**src/rtl/ahb2apb_pkg.sv**
```systemverilog
// Shared types and helpers for the AHB-to-APB bridge master side:
// FSM state encoding, the queued request record and the slave-select decoder.
package ahb2apb_pkg;

  localparam int APB_ADDR_W = 32;
  localparam int APB_DATA_W = 32;
  localparam int MAX_SLV    = 256;
  localparam int SEL_MAX_W  = 8;

  typedef enum logic [1:0] {
    IDLE   = 2'd0,
    SETUP  = 2'd1,
    ACCESS = 2'd2
  } apb_state_e;

  typedef struct packed {
    logic [APB_ADDR_W-1:0] addr;
    logic                  write;
    logic [APB_DATA_W-1:0] wdata;
  } apb_req_t;

  // Returns a one-hot vector with bit 'sel' set; callers keep the low NUM_SLV bits.
  function automatic logic [MAX_SLV-1:0] slv_decode(input logic [SEL_MAX_W-1:0] sel);
    logic [MAX_SLV-1:0] oh;
    oh      = '0;
    oh[sel] = 1'b1;
    return oh;
  endfunction

endpackage

```
**src/rtl/apb_req_fifo.sv**
```systemverilog
// Two-entry synchronous FIFO holding decoded transfer requests between the
// AHB-side decoder and the APB master FSM; synchronous active-low reset.
module apb_req_fifo
  import ahb2apb_pkg::*;
#(
  parameter type entry_t = apb_req_t
) (
  input  logic       hclk,
  input  logic       hresetn,
  input  logic       push_i,
  input  entry_t     push_data_i,
  input  logic       pop_i,
  output entry_t     pop_data_o,
  output logic       full_o,
  output logic       empty_o,
  output logic [1:0] count_o
);

  entry_t     mem_q [2];
  logic       wr_ptr_q;
  logic       rd_ptr_q;
  logic [1:0] count_q;
  logic       do_push_s;
  logic       do_pop_s;

  always_comb begin
    do_push_s  = push_i && (count_q != 2'd2);
    do_pop_s   = pop_i && (count_q != 2'd0);
    full_o     = (count_q == 2'd2);
    empty_o    = (count_q == 2'd0);
    count_o    = count_q;
    pop_data_o = mem_q[rd_ptr_q];
  end

  // Storage carries no reset; only pointers and occupancy define validity.
  always_ff @(posedge hclk) begin
    if (do_push_s) begin
      mem_q[wr_ptr_q] <= push_data_i;
    end
  end

  always_ff @(posedge hclk) begin
    if (!hresetn) begin
      wr_ptr_q <= 1'b0;
      rd_ptr_q <= 1'b0;
      count_q  <= 2'd0;
    end else begin
      if (do_push_s) begin
        wr_ptr_q <= ~wr_ptr_q;
      end
      if (do_pop_s) begin
        rd_ptr_q <= ~rd_ptr_q;
      end
      case ({do_push_s, do_pop_s})
        2'b10:   count_q <= count_q + 2'd1;
        2'b01:   count_q <= count_q - 2'd1;
        default: count_q <= count_q;
      endcase
    end
  end

endmodule

```
**src/rtl/apb_master_ctrl.sv**
```systemverilog
// APB master controller of the AHB-to-APB bridge: queues requests, runs the
// SETUP/ACCESS protocol with wait states, PSLVERR and timeout, returns one response per transfer.
module apb_master_ctrl
  import ahb2apb_pkg::*;
#(
  parameter int ADDR_W      = APB_ADDR_W,
  parameter int DATA_W      = APB_DATA_W,
  parameter int NUM_SLV     = 4,
  parameter int SLV_SEL_LSB = 28,
  parameter int TIMEOUT_CYC = 16
) (
  input  logic               hclk,
  input  logic               hresetn,
  input  logic               req_valid,
  output logic               req_ready,
  input  logic [ADDR_W-1:0]  req_addr,
  input  logic               req_write,
  input  logic [DATA_W-1:0]  req_wdata,
  output logic               rsp_valid,
  output logic [DATA_W-1:0]  rsp_rdata,
  output logic               rsp_err,
  output logic [NUM_SLV-1:0] psel,
  output logic               penable,
  output logic [ADDR_W-1:0]  paddr,
  output logic               pwrite,
  output logic [DATA_W-1:0]  pwdata,
  input  logic [DATA_W-1:0]  prdata,
  input  logic               pready,
  input  logic               pslverr
);

  localparam int SEL_W  = $clog2(NUM_SLV);
  localparam int WAIT_W = $clog2(TIMEOUT_CYC) + 1;

  typedef struct packed {
    logic [ADDR_W-1:0] addr;
    logic              write;
    logic [DATA_W-1:0] wdata;
  } req_t;

  apb_state_e         state_q;
  logic [NUM_SLV-1:0] psel_q;
  logic               penable_q;
  logic [ADDR_W-1:0]  paddr_q;
  logic               pwrite_q;
  logic [DATA_W-1:0]  pwdata_q;
  logic [WAIT_W-1:0]  wait_q;
  logic               rsp_valid_q;
  logic [DATA_W-1:0]  rsp_rdata_q;
  logic               rsp_err_q;
  logic               rst_done_q;

  req_t               push_data_s;
  req_t               head_s;
  logic               push_s;
  logic               pop_s;
  logic               fifo_full_s;
  logic               fifo_empty_s;
  logic [1:0]         fifo_count_s;
  logic [SEL_MAX_W-1:0] sel_s;
  logic [MAX_SLV-1:0] sel_oh_s;
  logic [NUM_SLV-1:0] psel_d;
  logic               timeout_s;
  logic               done_s;
  logic               rsp_err_d;
  logic [DATA_W-1:0]  rsp_rdata_d;

  apb_req_fifo #(
    .entry_t (req_t)
  ) u_req_fifo (
    .hclk        (hclk),
    .hresetn     (hresetn),
    .push_i      (push_s),
    .push_data_i (push_data_s),
    .pop_i       (pop_s),
    .pop_data_o  (head_s),
    .full_o      (fifo_full_s),
    .empty_o     (fifo_empty_s),
    .count_o     (fifo_count_s)
  );

  // req_ready is held low until the first edge after reset release.
  always_comb begin
    req_ready         = rst_done_q && (fifo_count_s < 2'd2);
    push_s            = req_valid && req_ready && !fifo_full_s;
    push_data_s.addr  = req_addr;
    push_data_s.write = req_write;
    push_data_s.wdata = req_wdata;
  end

  always_comb begin
    sel_s              = '0;
    sel_s[SEL_W-1:0]   = head_s.addr[SLV_SEL_LSB +: SEL_W];
    sel_oh_s           = slv_decode(sel_s);
    psel_d             = sel_oh_s[NUM_SLV-1:0];
    timeout_s          = (state_q == ACCESS) && !pready &&
                         (wait_q == WAIT_W'(TIMEOUT_CYC - 1));
    done_s             = (state_q == ACCESS) && (pready || timeout_s);
    pop_s              = !fifo_empty_s && ((state_q == IDLE) || done_s);
    // A timeout completes with an error; pready on the same edge wins.
    rsp_err_d          = done_s && (!pready || pslverr);
    if (done_s && pready && !pslverr && !pwrite_q) begin
      rsp_rdata_d = prdata;
    end else begin
      rsp_rdata_d = '0;
    end
  end

  // Protocol FSM with all APB and response outputs registered.
  always_ff @(posedge hclk) begin
    if (!hresetn) begin
      state_q     <= IDLE;
      psel_q      <= '0;
      penable_q   <= 1'b0;
      paddr_q     <= '0;
      pwrite_q    <= 1'b0;
      pwdata_q    <= '0;
      wait_q      <= '0;
      rsp_valid_q <= 1'b0;
      rsp_rdata_q <= '0;
      rsp_err_q   <= 1'b0;
      rst_done_q  <= 1'b0;
    end else begin
      rst_done_q  <= 1'b1;
      rsp_valid_q <= done_s;
      rsp_err_q   <= rsp_err_d;
      rsp_rdata_q <= rsp_rdata_d;
      case (state_q)
        IDLE: begin
          if (pop_s) begin
            state_q   <= SETUP;
            psel_q    <= psel_d;
            penable_q <= 1'b0;
            paddr_q   <= head_s.addr;
            pwrite_q  <= head_s.write;
            pwdata_q  <= head_s.wdata;
          end else begin
            psel_q    <= '0;
            penable_q <= 1'b0;
          end
        end
        SETUP: begin
          state_q   <= ACCESS;
          penable_q <= 1'b1;
          wait_q    <= '0;
        end
        ACCESS: begin
          if (done_s && pop_s) begin
            state_q   <= SETUP;
            psel_q    <= psel_d;
            penable_q <= 1'b0;
            paddr_q   <= head_s.addr;
            pwrite_q  <= head_s.write;
            pwdata_q  <= head_s.wdata;
          end else if (done_s) begin
            state_q   <= IDLE;
            psel_q    <= '0;
            penable_q <= 1'b0;
          end else begin
            wait_q    <= wait_q + WAIT_W'(1);
          end
        end
        default: begin
          state_q   <= IDLE;
          psel_q    <= '0;
          penable_q <= 1'b0;
        end
      endcase
    end
  end

  always_comb begin
    psel      = psel_q;
    penable   = penable_q;
    paddr     = paddr_q;
    pwrite    = pwrite_q;
    pwdata    = pwdata_q;
    rsp_valid = rsp_valid_q;
    rsp_rdata = rsp_rdata_q;
    rsp_err   = rsp_err_q;
  end

endmodule

```
**config.mk**
```make
export PLATFORM = sky130hd
export DESIGN_NAME = apb_master_ctrl
export DESIGN_NICKNAME = d
export VERILOG_FILES = /design/src/rtl/ahb2apb_pkg.sv /design/src/rtl/apb_req_fifo.sv /design/src/rtl/apb_master_ctrl.sv
export SDC_FILE = /design/constraint.sdc
export NUM_CORES = 1
export LEC_CHECK = 0
export ABC_CLOCK_PERIOD_IN_PS = 4100
export CAP_MARGIN = 20
export CORE_AREA = 2 2 161 163
export CTS_CLUSTER_DIAMETER = 30
export DETAILED_ROUTE_END_ITERATION = 16
export DIE_AREA = 0 0 163 165
export SYNTH_ARGS = -nofsm -noshare
export SYNTH_HDL_FRONTEND = slang
export SYNTH_SLANG_ARGS = --single-unit
```
**constraint.sdc**
```tcl
create_clock -name hclk -period 4.1 [get_ports hclk]
set_clock_uncertainty 0.15 [all_clocks]
set_input_delay 0.82 -clock hclk [delete_from_list [all_inputs] [get_ports hclk]]
set_output_delay 0.82 -clock hclk [all_outputs]
set_load 0.02 [all_outputs]
```
==> impl_metrics.csv <==
group,metric,value,unit
clock_tree,clk_pin_slew,0.05,ns
layout,multi_input_area,2180,µm²
layout,area_delta_synth_final,48.0,%
die,rows,58,
global_route,antenna_found_initial,1,
detailed_routing,drc,0,
setup_path,required,3.13,ns
die,die_height,165,µm
detailed_routing,wirelength,19300,µm
detailed_routing,via_per_inst,4.70,
power_and_ir_drop,irDropWorstVdd,0.396,mV
clock_tree,cts_setup_buffers,0,
power_and_ir_drop,leakage,4.41,nW
global_route,first_global_vias,5569,
synthesis,avgSynthCellArea,14.8,µm²
layout,fill_cells,2155,
detailed_routing,drtPass1Iterations,4,
detailed_routing,vias,5565,
global_route,overflow,0,
synthesis,syn_nets,692,
setup_path,crit_type,"reg2out",
clock_tree,root_buffer,"clkbuf_16",
layout,diodes,0,
layout,drive_above_1_share,13.4,%
synthesis,synthCells,587,
synthesis,synth_area_leaders,"edfxtp_1 45%, dfxtp_1 27%, mux2i_1 7.5%",
synthesis,muxShareOfSynthArea,7.64,%
synthesis,synth.distinct_cells,41,
synthesis,ys.flop_type,"edfxtp_1",
clock_tree,cts_hold_buffers,0,
die,coreArea,25000,µm²
synthesis,synth_most_common_cell,"edfxtp_1",
sta,tns,0,ns
placement,dp_hpwl,11400,µm
global_route,grt_pass1_wl,29600,µm
setup_path,slowest_stage,"clkdlybuf4s50_1",
setup_path,slowest_delay,0.68,ns
synthesis,yosys.area.top_type_share,45.1,%
run,drv_cap,0,
layout,nets,916,
detailed_routing,first_iter_violations,306,
placement,port-buffer-count,206,
sta,fin_ws,1.38,ns
synthesis,syn-cell-area,8660,µm²
sta,setup_viol,0,
clock_tree,clockBufferDepth,3,
sta,final_hold_viol_count,0,
synthesis,async_flop_share,0,%
sta,whs,0.320,ns
placement,place.gp.congestion,0.691,
clock_tree,cts.sinks,247,
setup_path,endpoint_kind,"output port",
setup_path,critical_path.cell_chain,"nor2b_1 > clkdlybuf4s50_1",
synthesis,synth_common_cells,"130 x edfxtp_1, 117 x dfxtp_1, 69 x a21oi_1, 65 x mux2i_1, 64 x a211oi_1",
setup_path,crit_family,"buffers and inverters",
layout,seqCellArea,6250,µm²
die,start_util,34.6,%
detailed_routing,wl_per_cell,16.3,µm
setup_path,worstSetupStartpointType,"register",
sta,slew_headroom,31.5,%
sta,period_share,66.5,%
synthesis,synth-warning-count,0,
placement,place_ws,1.13,ns
detailed_routing,antenna_left,0,
clock_tree,cts_tree,"built",
synthesis,synth_top_family_by_area,"compound AO/OA/AOI/OAI gates",
die,ios,207,
sta,min_period,2.72,ns
sta,max_slew.worst_pin.slew,1.03,ns
synthesis,yosysTopAreaCell,"edfxtp_1",
synthesis,synth_edf_count,130,
setup_path,path_buf_inv,1,
die,dieArea,26900,µm²
synthesis,synth_simple_gate_area_share,5.08,%
clock_tree,clock_latency,0.53,ns
synthesis,synth-seq-cells,247,
sta,timing.fmax,367,MHz
clock_tree,htree_levels,2,
power_and_ir_drop,p_per_area,777,nW/µm²
synthesis,seq_area_frac_synth,72.1,%
global_route,grt_max_degree,68,
sta,maxSlewViolCount,0,
die,dieWidth,163,µm
setup_path,timing.critical_path.arrival,1.75,ns
hold_path,min_path_type,"reg2reg",
global_route,grtUsageTotal,14.2,%
sta,rsz0062_at_grt,"false",
clock_tree,cts-resized-gates,0,
synthesis,synth-compound-area-share,11.3,%
setup_path,cp_max_fo,6,
synthesis,synthXorXnorAreaFrac,0.303,%
synthesis,synth_adder_area_share,0.433,%
outcome,status,"finished clean",
clock_tree,cts_buffers,50,
## tightest hold or removal path, cell delays in order (launching register included)
cell and delay [ns]:
dfxtp_1 0.30, nand3_1 0.06, a21oi_1 0.06
## per-layer routing
layer	GRT usage, %	share of wire (%)	routed length, µm
met5	0	0.067	13
met1	16.5	41	8000
met4	5.03	1.8	345
met3	4.55	7.6	1460
met2	24.5	49	9470
## flip-flops by register name (all words and copies together), names as in the netlist, 2 cells and up, named ones only
register            cells
paddr                  32
u_req_fifo.count_o      2
u_req_fifo.mem_q      130
state_q                 2
pwdata                 32
wait_q                  5
rsp_rdata              32
psel                    4
## where the power goes
part | internal, mW | switching [mW]
clock | 2.96 | 1.25
combinational | 1.12 | 1.30
sequential | 3.03 | 0.304
total | 7.11 | 2.85
## worst paths after layout
check                        start         to  slack, ns  cells after the start
min reg2reg              wait_q[4]  wait_q[4]       0.32                      2
min                      wait_q[4]  wait_q[4]       0.32                      2
max reg2reg              wait_q[0]  paddr[16]       1.53                      6
max          u_req_fifo.count_o[1]  req_ready       1.38                      2
## layout by cell type (no fill, tap or decap), types with 6 or more instances in the layout
cell type        instances
clkdlybuf4s50_1        206
a21oi_2                  8
a21oi_1                 69
o21ai_0                  7
buf_4                    6
mux2i_1                 65
clkbuf_8                11
clkinv_2                 6
edfxtp_1               130
clkbuf_16               54
a211oi_1                64
and2_1                  32
clkinvlp_4               6
dfxtp_1                116
bufinv_16                6
## stage by stage
step                util [%]  total power, mW  cells  cell area, µm²
floorplan                  -             4.88    587            8670
global placement        43.9             5.82   1089           11000
detailed placement      43.9             5.85   1089           11000
CTS                     51.2             10.1   1183           12800
global route            51.2             10.5   1183           12800
finish                  51.2             9.96   1183           12800
## cell families after synthesis
logic type	count (synthesis)
simple gates	70
fa+ha+maj	3
mux	66
buf+inv	44
compound gates	154
xor+xnor	3
flops	247
## area by class of cell
| cell class | instances | share of cell area, % |
|---|---|---|
| Sequential cell | 247 | 48.8 |
| Multi-Input combinational cell | 296 | 17.0 |
| Clock inverter | 24 | 2.36 |
| Tap cell | 330 | 3.22 |
| Clock buffer | 70 | 11.9 |
| Inverter | 2 | 0.0586 |
| Timing Repair Buffer | 214 | 16.7 |
No activity file was read; power rests on OpenSTA's default activity.
